$ cat config.mk
export PLATFORM = sky130hd
export DESIGN_NAME = chunked_rca_adder
export DESIGN_NICKNAME = d
export VERILOG_FILES = /design/src/rtl/chunked_rca_pkg.sv /design/src/rtl/chunked_rca_adder_chunk.sv /design/src/rtl/chunked_rca_adder.sv
export SDC_FILE = /design/constraint.sdc
export NUM_CORES = 1
export LEC_CHECK = 0
export ABC_AREA = 1
export BUFFER_PORTS_ARGS = -buffer_cell sky130_fd_sc_hd__buf_2
export CAP_MARGIN = 20
export CORE_MARGIN = 8
export CORE_UTILIZATION = 35
export DETAILED_ROUTE_END_ITERATION = 8
export SETUP_SLACK_MARGIN = 0.02
export SLEW_MARGIN = 20
export SYNTH_ARGS = -nofsm -noshare
export SYNTH_HDL_FRONTEND = slang
export SYNTH_SLANG_ARGS = --single-unit
$ cat constraint.sdc
create_clock -name clk -period 12.6 [get_ports clk]
set_clock_uncertainty 0.05 [all_clocks]
set_input_delay 2.52 -clock clk [delete_from_list [all_inputs] [get_ports clk]]
set_output_delay 2.52 -clock clk [all_outputs]
set_load 0.1 [all_outputs]
$ cat src/rtl/chunked_rca_pkg.sv
// Shared types and constants for the chunked ripple-carry adder.
// Optional subtract support is enabled with the CHUNKED_RCA_SUB_EN macro (see top).
package chunked_rca_pkg;

  typedef enum logic [1:0] {
    IDLE = 2'd0,
    BUSY = 2'd1,
    DONE = 2'd2
  } state_t;

  localparam int DEF_WIDTH = 32;
  localparam int DEF_CHUNK = 8;

  // True when CHUNK is in range and divides WIDTH evenly.
  function automatic bit chunk_cfg_ok(input int width, input int chunk);
    return (chunk >= 1) && (chunk <= width) && ((width % chunk) == 0);
  endfunction

endpackage

$ cat src/rtl/chunked_rca_adder_chunk.sv
// Combinational CHUNK-bit ripple slice built from full-adder cells; also
// exposes the carry into its MSB so the caller can derive signed overflow.
module rca_chunk #(
  parameter int CHUNK = 8
) (
  input  logic [CHUNK-1:0] a,
  input  logic [CHUNK-1:0] b,
  input  logic             ci,
  output logic [CHUNK-1:0] s,
  output logic             co,
  output logic             c_msb_in
);

  logic [CHUNK:0] c;

  assign c[0] = ci;

  generate
    for (genvar gi = 0; gi < CHUNK; gi++) begin : g_fa
      assign s[gi]   = a[gi] ^ b[gi] ^ c[gi];
      assign c[gi+1] = (a[gi] & b[gi]) | (c[gi] & (a[gi] ^ b[gi]));
    end
  endgenerate

  assign co       = c[CHUNK];
  assign c_msb_in = c[CHUNK-1];

endmodule

$ cat src/rtl/chunked_rca_adder.sv
// Multi-cycle ripple-carry adder: WIDTH-bit add, CHUNK bits per clock through one slice.
// Define CHUNKED_RCA_SUB_EN to add a 'sub' input selecting A-B.
module chunked_rca_adder
  import chunked_rca_pkg::*;
#(
  parameter int WIDTH = DEF_WIDTH,
  parameter int CHUNK = DEF_CHUNK
) (
  input  logic             clk,
  input  logic             rst,
  input  logic             in_valid,
  output logic             in_ready,
  input  logic [WIDTH-1:0] a,
  input  logic [WIDTH-1:0] b,
  input  logic             cin,
`ifdef CHUNKED_RCA_SUB_EN
  input  logic             sub,
`endif
  output logic             out_valid,
  input  logic             out_ready,
  output logic [WIDTH-1:0] sum,
  output logic             cout,
  output logic             ovf
);

  localparam int NCHUNK = WIDTH / CHUNK;
  localparam int IDXW   = (NCHUNK > 1) ? $clog2(NCHUNK) : 1;

  generate
    if (!chunk_cfg_ok(WIDTH, CHUNK)) begin : g_bad_cfg
      $error("chunked_rca_adder: WIDTH must be a multiple of CHUNK with 1 <= CHUNK <= WIDTH");
    end
  endgenerate

  state_t            state_reg, state_next;
  logic [WIDTH-1:0]  a_reg, b_reg;
  logic              carry_reg;
  logic [IDXW-1:0]   idx_reg;
  logic              cout_reg, ovf_reg;
  logic              load, step, last;

  logic [WIDTH-1:0]  b_load;
  logic              c_load;

`ifdef CHUNKED_RCA_SUB_EN
  // Two's-complement subtract: invert B and force the initial carry.
  assign b_load = sub ? ~b : b;
  assign c_load = sub ? 1'b1 : cin;
`else
  assign b_load = b;
  assign c_load = cin;
`endif

  // Operand slice selection: one CHUNK-wide lane per chunk index.
  logic [CHUNK-1:0] a_lane [NCHUNK];
  logic [CHUNK-1:0] b_lane [NCHUNK];
  logic [CHUNK-1:0] a_slice, b_slice, s_slice;
  logic             slice_co, slice_c_msb;

  generate
    for (genvar gi = 0; gi < NCHUNK; gi++) begin : g_lane
      assign a_lane[gi] = a_reg[gi*CHUNK +: CHUNK];
      assign b_lane[gi] = b_reg[gi*CHUNK +: CHUNK];
    end
  endgenerate

  assign a_slice = a_lane[idx_reg];
  assign b_slice = b_lane[idx_reg];
  assign last    = (idx_reg == IDXW'(NCHUNK - 1));

  rca_chunk #(
    .CHUNK(CHUNK)
  ) u_slice (
    .a        (a_slice),
    .b        (b_slice),
    .ci       (carry_reg),
    .s        (s_slice),
    .co       (slice_co),
    .c_msb_in (slice_c_msb)
  );

  always_comb begin
    state_next = state_reg;
    in_ready   = 1'b0;
    out_valid  = 1'b0;
    load       = 1'b0;
    step       = 1'b0;
    case (state_reg)
      IDLE: begin
        in_ready = 1'b1;
        if (in_valid) begin
          load       = 1'b1;
          state_next = BUSY;
        end
      end
      BUSY: begin
        step = 1'b1;
        if (last) state_next = DONE;
      end
      DONE: begin
        out_valid = 1'b1;
        if (out_ready) state_next = IDLE;
      end
      default: state_next = IDLE;
    endcase
  end

  always_ff @(posedge clk) begin
    if (rst) begin
      state_reg <= IDLE;
      a_reg     <= '0;
      b_reg     <= '0;
      carry_reg <= 1'b0;
      idx_reg   <= '0;
      cout_reg  <= 1'b0;
      ovf_reg   <= 1'b0;
    end else begin
      state_reg <= state_next;
      if (load) begin
        a_reg     <= a;
        b_reg     <= b_load;
        carry_reg <= c_load;
        idx_reg   <= '0;
      end else if (step) begin
        carry_reg <= slice_co;
        idx_reg   <= last ? '0 : idx_reg + IDXW'(1);
        if (last) begin
          cout_reg <= slice_co;
          ovf_reg  <= slice_c_msb ^ slice_co;
        end
      end
    end
  end

  // Each sum lane captures the slice result only on its own BUSY cycle.
  logic [CHUNK-1:0] sum_lane_reg [NCHUNK];

  generate
    for (genvar gi = 0; gi < NCHUNK; gi++) begin : g_sum
      always_ff @(posedge clk) begin
        if (rst) begin
          sum_lane_reg[gi] <= '0;
        end else if (step && (idx_reg == IDXW'(gi))) begin
          sum_lane_reg[gi] <= s_slice;
        end
      end
      assign sum[gi*CHUNK +: CHUNK] = sum_lane_reg[gi];
    end
  endgenerate

  assign cout = cout_reg;
  assign ovf  = ovf_reg;

endmodule

==> results of run 1 <==
[area by class of cell]
class	count	area (µm²)	share of cell area
clock buffers	9	225	0.0393
clock inverters	7	87.6	0.0153
inverters	19	73.8	0.0129
multi-input cells	439	2190	0.382
flip-flops and latches	103	2380	0.416
well taps	180	225	0.0393
repair buffers	107	546	0.0952
[synth_stat cells, drive strengths merged]
| cell | n |
|---|---|
| nor2 | 201 |
| nand2 | 101 |
| dfxtp | 71 |
| nand3b | 65 |
| o21ai | 38 |
| buf | 33 |
| edfxtp | 32 |
| inv | 19 |
| nand3 | 17 |
| fa | 8 |
| clkbuf | 7 |
| ha | 4 |
| a21oi | 3 |
| o31ai | 1 |
| xor2 | 1 |
[worst paths after layout]
| check | endpoint | slack (ps) |
|---|---|---|
| max | sum_lane_reg[2][7] | 7680 |
| min | b_reg[30] | 430 |
| max reg2reg | sum_lane_reg[2][7] | 7680 |
| min reg2reg | b_reg[30] | 430 |
[layout by cell type, fill, tap and decap left out, types with 2 or more instances in the layout]
| cell type | n |
|---|---|
| nand3_1 | 14 |
| edfxtp_1 | 32 |
| buf_4 | 4 |
| a21oi_1 | 3 |
| nand2_1 | 100 |
| ha_1 | 4 |
| buf_2 | 103 |
| inv_2 | 2 |
| nand3b_1 | 65 |
| dfxtp_1 | 71 |
| fa_1 | 8 |
| clkbuf_16 | 9 |
| clkinv_4 | 3 |
| inv_8 | 2 |
| nor2_1 | 199 |
| inv_1 | 16 |
| nand3_4 | 3 |
| o21ai_0 | 37 |
[routing by layer]
layer | vias up | wire length, µm
li1 | 2077 | -
met1 | 1805 | 5090
met3 | 16 | 803
met5 | - | 0
met2 | 114 | 5470
met4 | 0 | 207
[where the power goes]
group	total, µW	internal (µW)	switching [µW]	leakage [µW]
registers	379	367	12.5	0.000921
logic	174	47.2	127	0.00147
clock network	287	159	129	0.000154
total	840	572	268	0.00255
[through the flow]
step / instance area (µm²) / std cells / util
2_1_floorplan: 4910 / 601 / -
3_3_place_gp: 5410 / 848 / 0.391
3_5_place_dp: 5410 / 848 / 0.391
4_1_cts: 5730 / 864 / 0.414
5_1_grt: 5730 / 864 / 0.414
6_report: 5730 / 864 / 0.414
[kinds of logic (layout without fill, tap and decap cells)]
| family | after synthesis | count (layout) |
|---|---|---|
| fa+ha+maj | 12 | 12 |
| xor+xnor | 1 | 1 |
| simple gates | 384 | 384 |
| buf+inv | 59 | 142 |
| compound gates | 42 | 42 |
| flops | 103 | 103 |
[worst max-delay path, cell delays in order (launching register included)]
cell and delay [ps]:
dfxtp_1 390, inv_1 600, nor2_1 100, o21ai_0 90
o21ai_0 150, fa_1 400, inv_1 80, fa_1 160
inv_1 60, fa_1 370, fa_1 390, fa_1 390
fa_1 400, fa_1 430, inv_1 90, fa_1 470
nor2_1 130
==> out/results.ini, run 1 <==
[routing]
drtIter0Drc=216
route.detailed.drc=0
first_pass_iters=4
vias_per_cell=4.64
post_drt_wl_per_cell_um=13.4
ant_nets=0
wl_um=11600
dr_total_vias=4012

[synth]
synth_top_family_by_area=simple AND/OR/NAND/NOR gates
synth_fp_nets=682
yosys.area_share.simple=0.357
yosysTopAreaCellShare=0.289
synth_fa_ha_area_frac=0.0428
synth.avg_cell_area_um2=8.18
synth-seq-cells=103
synthesis.area_um2=4910
synth-xor-area-share=0.00178
yosysTopAreaCell=dfxtp_1
synth_warnings=0
synth.area.top_cells=dfxtp_1, edfxtp_1, nor2_1, nand3b_1, nand2_1
synthMuxAreaShare=0
synth-compound-area-share=0.0433
synth_seq_area_share=0.485
ys_types=25
synthCells=601

[clocking]
ctsResizeCount=0
clk_pin_slew_worst_paths_ps=70
clockBufferDepth=2
cts_buffers=9
cts_setup_buffers=0
cts_root_buf=clkbuf_16
clk_latency_ps=340
cts_max_level=3
cts_hold_buf=0
cts_tree=built
clock_sinks=103

[floorplan]
core.rowCount=43
dieArea_um2=18100
start_util=0.355
die_h_um=135
die_w_um=135
io_pins=105
coreArea_um2=13800

[finish]
antenna_cells=0
nets=760
fill_cells=1426
drive_above_1_share=0.193
area_growth_pct=16.5

[outcome]
status=finished, final reports clean

[sta]
slew_headroom=0.485
finalWorstSetupSlack_ps=7680
final_max_slew_viol_count=0
hold_viol_final=0
layout_worst_path_cycle_share=0.391
rsz0062_at_grt=false
worstMarginPinSlew_ps=771
fmax_mhz=203
finalSetupViolations=0
whs_ps=434
min_period_ps=4920
finalSetupTns_ps=0

[global_route]
grt_first_pass_wirelength_um=18700
grt_pass1_vias=3994
grt_usage=0.127
grt_max_degree=75
grt_busiest_layer=met2
grtUsageMet1=0.147
use_met3=0.0390
antenna_found_initial=0
overflow=0
grt_use_met2=0.220

[min_path]
hold_class=flop to flop
hold_start=b_reg[30]
min_path_cells=2

[setup_path]
cp-start-kind=flop
cp_max_fo=30
rr_startpoint=idx_reg[1]
cp.required_ps=12750
worstSetupStartpoint=idx_reg[1]
worstPathArrival_ps=5070
critPathCaptureType=flop
r2r_cells=16
path_class=flop to flop

[placement]
port_buffers=104
gp_congestion=0.765
hpwl_um=8610
dp_slack_ps=7680

[power_and_ir_drop]
p_leak_uw=0.00255
power_uw=840
vdd_drop_max_mv=0.0643
powerDensity_nw_per_um2=147

[flow_run]
cap_violations=0

No activity file was read; power rests on OpenSTA's default activity.
==> run 2: changes to the inputs <==
clock period = 4.3 ns   (was 12.6 ns; I/O delays follow)
==> run 2 against run 1 <==
Non-clock buffer count rose by 11. Sequential cell count unchanged. Hold slack got worse by 6.9 ps. Clock-buffer cell count unchanged. Wire length is 2.3% higher. Largest power group unchanged.
==> out/results.ini, run 2 (synthesis results as in run 1) <==
[finish]
post-route-cell-area_um2=5810
nets=771
fill_cells=1422
drive_above_1_share=0.226
antenna_cells=0
area_growth_pct=18.3
final_cell_mix=nor2_1, buf_2, nand2_1
fin_util=0.420
final_common_cell=nor2_1

[sta]
finalSetupTns_ps=0
fmax_mhz=245
hold_viol_final=0
worstMarginPinSlew_ps=684
rsz0062_at_grt=false
slew_headroom=0.543
finalSetupViolations=0
final_max_slew_viol_count=0
layout_worst_path_cycle_share=0.948
min_period_ps=4080
finalWorstSetupSlack_ps=223

[setup_path]
rr_startpoint=idx_reg[0]
r2r_cells=15
cp-start-kind=flop
r2r-end=sum_lane_reg[0][7]
reg2reg_slack_ps=220
critPathCaptureType=flop
cp.required_ps=4450
worstPathArrival_ps=4220
cp_max_fo=8
path_class=flop to flop

[power_and_ir_drop]
power_uw=2400
powerDensity_nw_per_um2=413
p_leak_uw=0.00257
vdd_drop_max_mv=0.207

[min_path]
hold_start=b_reg[29]
hold-path-endpoint=b_reg[29]
min_path_cells=2
hold_class=flop to flop

[clocking]
clk_pin_slew_worst_paths_ps=70
cts_root_buf=clkbuf_16
clockBufferDepth=2
cts_tree=built
cts_hold_buf=0
clock_sinks=103
clk_latency_ps=340
cts_max_level=3
cts_buffers=9

[floorplan]
dieArea_um2=18100
coreArea_um2=13800
start_util=0.355
die_h_um=135
die_w_um=135
core.rowCount=43
io_pins=105

[placement]
gp_congestion=0.833
place_area_um2=5490
dp_slack_ps=-81.1
hpwl_um=9060
port_buffers=104

[flow_run]
cap_violations=0

[routing]
wl_um=11800
vias_per_cell=4.63
route.detailed.drc=0
first_pass_iters=4
drtIter0Drc=230
dr_total_vias=4054
ant_nets=0
post_drt_wl_per_cell_um=13.5

[global_route]
overflow=0
grt_max_degree=67
antenna_found_initial=0
grt_first_pass_wirelength_um=19300
grt_usage=0.133
grt_pass1_vias=4049

[outcome]
status=finished, final reports clean

## run 2: cell types whose count changed in the layout (fill, tap and decap cells not counted), moves of 3 or more
cell	previous run	this run
o21ai_0	37	31
buf_4	4	14
fa_2	0	4
clkinvlp_4	0	3
fa_1	8	4
clkinv_4	3	0
o21ai_2	0	5
## run 2: how the worst max path moves through the flow
| stage | from | end | depth (start not counted) |
|---|---|---|---|
| finish | idx_reg[0] | sum_lane_reg[0][7] | 15 |
| CTS | idx_reg[0] | sum_lane_reg[0][7] | 15 |
| global placement | idx_reg[0] | sum_lane_reg[3][7] | 15 |
| floorplan | idx_reg[0] | sum_lane_reg[0][7] | 17 |
| detailed placement | idx_reg[0] | sum_lane_reg[0][7] | 15 |
| global route | idx_reg[0] | sum_lane_reg[2][7] | 15 |
## run 2: final cells by class
type	count	area, µm²	area share
tap	180	225	0.0387
sequential	103	2390	0.411
clock inverter	7	53.8	0.00926
timing repair buffer	118	626	0.108
clock buffer	9	225	0.0387
multi-input combinational	439	2220	0.382
inverter	19	73.8	0.0127
## run 2: per-layer routing
| layer | track usage | wire length, µm |
|---|---|---|
| met3 | 0.0412 | 835 |
| met1 | 0.170 | 5600 |
| met4 | 0.0412 | 116 |
| met2 | 0.209 | 5290 |
| met5 | 0 | 0 |
## run 2: worst max-delay path, stage by stage (launching register included)
cell and delay [ps]:
dfxtp_4 390, inv_2 90, o21ai_2 130, o21ai_1 100, fa_1 380, inv_1 80, fa_1 150, inv_1 50
fa_1 380, fa_2 350, fa_2 350, fa_1 380, fa_2 370, inv_1 90, fa_2 480, nor2_2 120
## run 2: power breakdown
group	internal, µW	switching (µW)
Sequential	1070	37.6
Clock	397	360
Combinational	149	380
## run 2: stage by stage
stage / cells / hold slack (ps)
floorplan: 601 / 399
detailed placement: 858 / 417
global placement: 858 / 414
CTS: 874 / 432
global route: 875 / 455
finish: 875 / 427
## run 2: timing repair
item / 4_1_cts / 5_1_grt
gates resized for setup: 2 / 16
setup buffers: 0 / 1
endpoints found under the setup margin: 5 / 6
pin swaps: 0 / 1
